<file path="config.mk">
export PLATFORM = sky130hd
export DESIGN_NAME = transpose_window_buffer
export DESIGN_NICKNAME = d
export VERILOG_FILES = /design/src/rtl/transpose_window_buffer.sv
export SDC_FILE = /design/constraint.sdc
export NUM_CORES = 1
export LEC_CHECK = 0
export ABC_CLOCK_PERIOD_IN_PS = 72500
export BUFFER_PORTS_ARGS = -buffer_cell sky130_fd_sc_hd__buf_2
export CORE_AREA = 2 2 410 412
export DETAILED_ROUTE_END_ITERATION = 8
export DIE_AREA = 0 0 412 414
export PLACE_DENSITY_LB_ADDON = 0.15
export SLEW_MARGIN = 20
export SYNTH_ARGS = -nofsm -noshare
export SYNTH_HDL_FRONTEND = slang
export SYNTH_SLANG_ARGS = --single-unit
</file>
<file path="constraint.sdc">
create_clock -name clock -period 72.5 [get_ports clock]
set_input_delay 7.25 -clock clock [delete_from_list [all_inputs] [get_ports clock]]
set_output_delay 7.25 -clock clock [all_outputs]
set_load 0.03 [all_outputs]
</file>
<file path="src/rtl/transpose_window_buffer.sv">
// Row-to-column transposing shift buffer: keeps the last DEPTH rows of LANES pixels
// and presents them as LANES lanes of DEPTH taps, with fill tracking and backpressure.
module transpose_window_buffer #(
  parameter int PIX_W = 8,
  parameter int LANES = 8,
  parameter int DEPTH = 15,
  parameter int CNT_W = 16
) (
  input  logic                         clock,
  input  logic                         reset,
  input  logic                         flush,
  input  logic                         in_valid,
  output logic                         in_ready,
  input  logic [LANES*PIX_W-1:0]       in_data,
  output logic                         out_valid,
  input  logic                         out_ready,
  output logic [LANES*DEPTH*PIX_W-1:0] out_data,
  output logic [$clog2(DEPTH+1)-1:0]   fill_level,
  output logic [CNT_W-1:0]             win_count
);

  localparam int FW    = $clog2(DEPTH+1);
  localparam int ROW_W = LANES*PIX_W;
  localparam logic [FW:0]   DEPTH_X = (FW+1)'(DEPTH);
  localparam logic [FW-1:0] DEPTH_F = FW'(DEPTH);

  logic [ROW_W-1:0] rows [DEPTH];
  logic             pending;
  logic             acc;
  logic             take;
  logic [FW:0]      fill_inc;

  assign in_ready  = !flush && (!pending || out_ready);
  assign out_valid = pending;
  assign acc       = in_valid && in_ready;
  assign take      = pending && out_ready && !flush;
  // One extra bit so fill_level+1 cannot wrap when DEPTH+1 is a power of two.
  assign fill_inc  = {1'b0, fill_level} + (FW+1)'(1);

  always_ff @(posedge clock or posedge reset) begin
    if (reset) begin
      for (int unsigned k = 0; k < DEPTH; k++) rows[k] <= '0;
      fill_level <= '0;
      pending    <= 1'b0;
      win_count  <= '0;
    end else if (flush) begin
      for (int unsigned k = 0; k < DEPTH; k++) rows[k] <= '0;
      fill_level <= '0;
      pending    <= 1'b0;
    end else begin
      if (acc) begin
        rows[0] <= in_data;
        for (int unsigned k = 1; k < DEPTH; k++) rows[k] <= rows[k-1];
        fill_level <= (fill_inc > DEPTH_X) ? DEPTH_F : fill_inc[FW-1:0];
        pending    <= (fill_inc >= DEPTH_X);
      end else if (take) begin
        pending <= 1'b0;
      end
      if (take) win_count <= win_count + CNT_W'(1);
    end
  end

  always_comb begin
    out_data = '0;
    for (int unsigned j = 0; j < LANES; j++) begin
      for (int unsigned i = 0; i < DEPTH; i++) begin
        out_data[(j*DEPTH+i)*PIX_W +: PIX_W] = rows[i][j*PIX_W +: PIX_W];
      end
    end
  end

endmodule

</file>
==> impl_metrics.py <==
metrics = {
    "critical_path": {
        "path_common_cell": "buf_2",
        "crit_path_cell_trace": "buf_2, nor2b_1, nor2_1, buf_2",
        "cp_top_family": "simple AND/OR/NAND/NOR gates",
        "cp-start-kind": "input pin",
        "worstSetupStartpoint": "out_ready",
        "reg2reg_slack_ns": 68.02,
        "cp.arrival_ns": 7.91,
        "crit_type": "in2out",
        "r2r_cells": 7,
        "critPathCaptureType": "output pin",
        "crit_buf_inv": 2,
        "crit_required_ns": 65.25,
        "cp_slowest_cell": "nor2b_1",
        "r2r_start": "out_valid$_DFFE_PP0P_",
        "crit_fanout": 3,
        "rr_endpoint": "out_data[787]$_DFFE_PP0P_",
        "max_stage_delay_ns": 0.28,
    },
    "layout": {
        "drive_above_1_share_pct": 24.2,
        "nets": 5215,
        "final_area_sq_um": 49200,
        "num-fill-cells": 18100,
        "area_delta_synth_final_pct": 26.8,
    },
    "cts": {
        "numClockSinks": 981,
        "cts_buffers": 116,
        "cts_resized": 0,
        "cts_tree": "built",
        "cts-root-buf": "clkbuf_16",
        "post-cts-setup-buffers": 0,
        "clk_latency_ns": 0.72,
        "htreeDepth": 3,
        "clkTransAtPathRegs_ns": 0.06,
        "cts-hold-fix-buffers": 0,
        "cts_buffer_depth": 3,
    },
    "synth": {
        "syn-num-nets": 4328,
        "synthTopCellsByCount": "nand2_1 (1,929), dfrtp_1 (981), o21ai_0 (808)",
        "async_flop_share_pct": 100,
        "synth_area_leader_cell": "dfrtp_1",
        "netlist-cell-type-count": 34,
        "syn_area_sq_um": 38800,
        "synth.avg_cell_area_sq_um": 9.11,
        "synth_most_common_cell": "nand2_1",
        "ys_ff_latch": 981,
        "ys.flop_type": "dfrtp_1",
        "ys_seq_area_share_pct": 63.3,
        "synthDominantCellAreaShare_pct": 63.3,
        "netlist_instances": 4256,
        "yosys_warnings": 0,
        "ys_top_cells_by_area": "dfrtp_1 (63%), nand2_1 (19%), o21ai_0 (10%)",
        "synth_edf_count": 0,
    },
    "min_path": {
        "worstHoldEndpoint": "win_count[15]$_DFFE_PP0P_",
        "hold_depth": 1,
        "hold_class": "reg2reg",
        "worstHoldStart": "win_count[15]$_DFFE_PP0P_",
    },
    "grt": {
        "use_met1_pct": 22.8,
        "grt_util_all_layers_pct": 17.0,
        "grt_start_max_net_pins": 272,
        "antenna_found_initial": 9,
        "grt_pass1_wl_um": 220000,
        "top_usage_layer": "met2",
        "grt_overflow": 0,
        "met2_usage_pct": 25.4,
        "use_met3_pct": 6.15,
        "grt_pass1_vias": 30700,
    },
    "detailed_routing": {
        "routed_wirelength_um": 150000,
        "drc": 0,
        "drt_iter0_markers": 2634,
        "detail-route-antenna-nets": 0,
        "firstDrtPassIters": 6,
        "post_drt_wl_per_cell_um": 20.1,
        "vias_per_cell": 4.28,
        "vias": 31900,
    },
    "sta": {
        "clock_skew_ns": 0.0200,
        "min_period_over_period_pct": 20.9,
        "fin_crit_ns": 15.16,
        "setup_viol": 0,
        "slew_headroom_pct": 19.9,
        "rsz0062_at_grt": "no",
        "drv_slew": 0,
        "hold_viol": 0,
        "max_clock_freq_mhz": 66.0,
        "fin_tns_setup_ns": 0,
        "tightest_slew_ns": 1.20,
    },
    "placed_design": {
        "gp_congestion": 0.824,
        "post-dp-hpwl_um": 105000,
        "placed_area_sq_um": 45400,
        "io_buffers": 1050,
    },
    "job": {
        "cap_violations": 0,
    },
    "floorplanning": {
        "rows": 150,
        "die_area_sq_um": 171000,
        "initial_core_util_pct": 23.3,
        "die_h_um": 414,
        "io-pin-count": 1051,
        "die_x_um": 412,
        "core_area_sq_um": 166000,
    },
    "power": {
        "power.leakage_uw": 0.0241,
        "vdd_ir_drop_max_mv": 0.0175,
        "power_density_nw_per_um2": 24.4,
    },
    "outcome": {
        "status": "complete, no violations",
    },
}
-- cell type report --
cell class,count,area (sq um),area share [%]
timing repair buffer,1091,5650,11.5
clock buffer,187,3500,7.12
multi-input combinational,2949,12500,25.4
inverter,4,30.0,0.0610
clock inverter,23,201,0.410
sequential,981,24500,49.9
antenna,4,10.0,0.0203
tap,2204,2760,5.61
-- kinds of logic after synthesis --
group | share of synthesized area, %
buf+inv | 4.51
xor+xnor | 0.361
compound gates | 12.6
fa+ha+maj | 0.0968
mux | 0.0290
simple gates | 19.1
flops | 63.3
-- where the power goes --
part / internal (uW) / switching (uW) / total [uW]
Sequential: 554 / 6.33 / 560
Clock: 332 / 243 / 575
Combinational: 10.6 / 55.7 / 66.3
Total: 897 / 305 / 1200
-- routing by layer --
metal / up-vias / wire length, um / part of all wire (%)
met5: - / 34 / 0.023
met4: 6 / 3700 / 2.5
met3: 180 / 13500 / 9.0
met2: 934 / 66300 / 44
met1: 15200 / 66400 / 44
li1: 15600 / - / -
-- how the worst max path moves through the flow --
stage	endpoint	cells past startpoint	slack (ns)
2_1_floorplan	fill_level[0]$_DFFE_PP0P_	1	37.65
3_3_place_gp	in_ready	4	57.35
3_5_place_dp	in_ready	4	57.36
4_1_cts	in_ready	4	57.36
5_1_grt	in_ready	4	57.28
6_report	in_ready	4	57.34
-- cells in the final DEF, fill, tap and decap left out, types with 4 or more instances in the layout --
cell type	synthesis	routed
inv_6	0	5
nand2_1	1929	1929
nor2_1	7	7
clkbuf_16	0	118
buf_2	61	1050
nand4_1	5	5
o21ai_0	808	808
buf_12	0	5
clkinv_2	0	11
diode_2	0	4
xnor2_1	13	13
clkbuf_1	202	40
nand3_1	5	5
dfrtp_1	981	981
o21ai_1	152	152
buf_4	1	34
clkbuf_8	0	29
a21oi_1	5	5
-- flip-flops by register name, summed over array words and instances, names as in the netlist --
register and flops:
out_data 960, out_valid 1, win_count 16, fill_level 4
-- through the flow --
stage | cells | power [uW] | worst slack, ns | hold slack, ns | util (%)
after floorplan | 4256 | 618 | 37.65 | 0.654 | -
after global placement | 7228 | 638 | 57.35 | 0.462 | 27.3
after detailed placement | 7228 | 638 | 57.36 | 0.464 | 27.3
after CTS | 7438 | 1230 | 57.36 | 0.474 | 29.6
after global routing | 7439 | 1260 | 57.28 | 0.486 | 29.6
final | 7443 | 1200 | 57.34 | 0.472 | 29.6
Note: power is estimated with default switching activity, not from simulation.
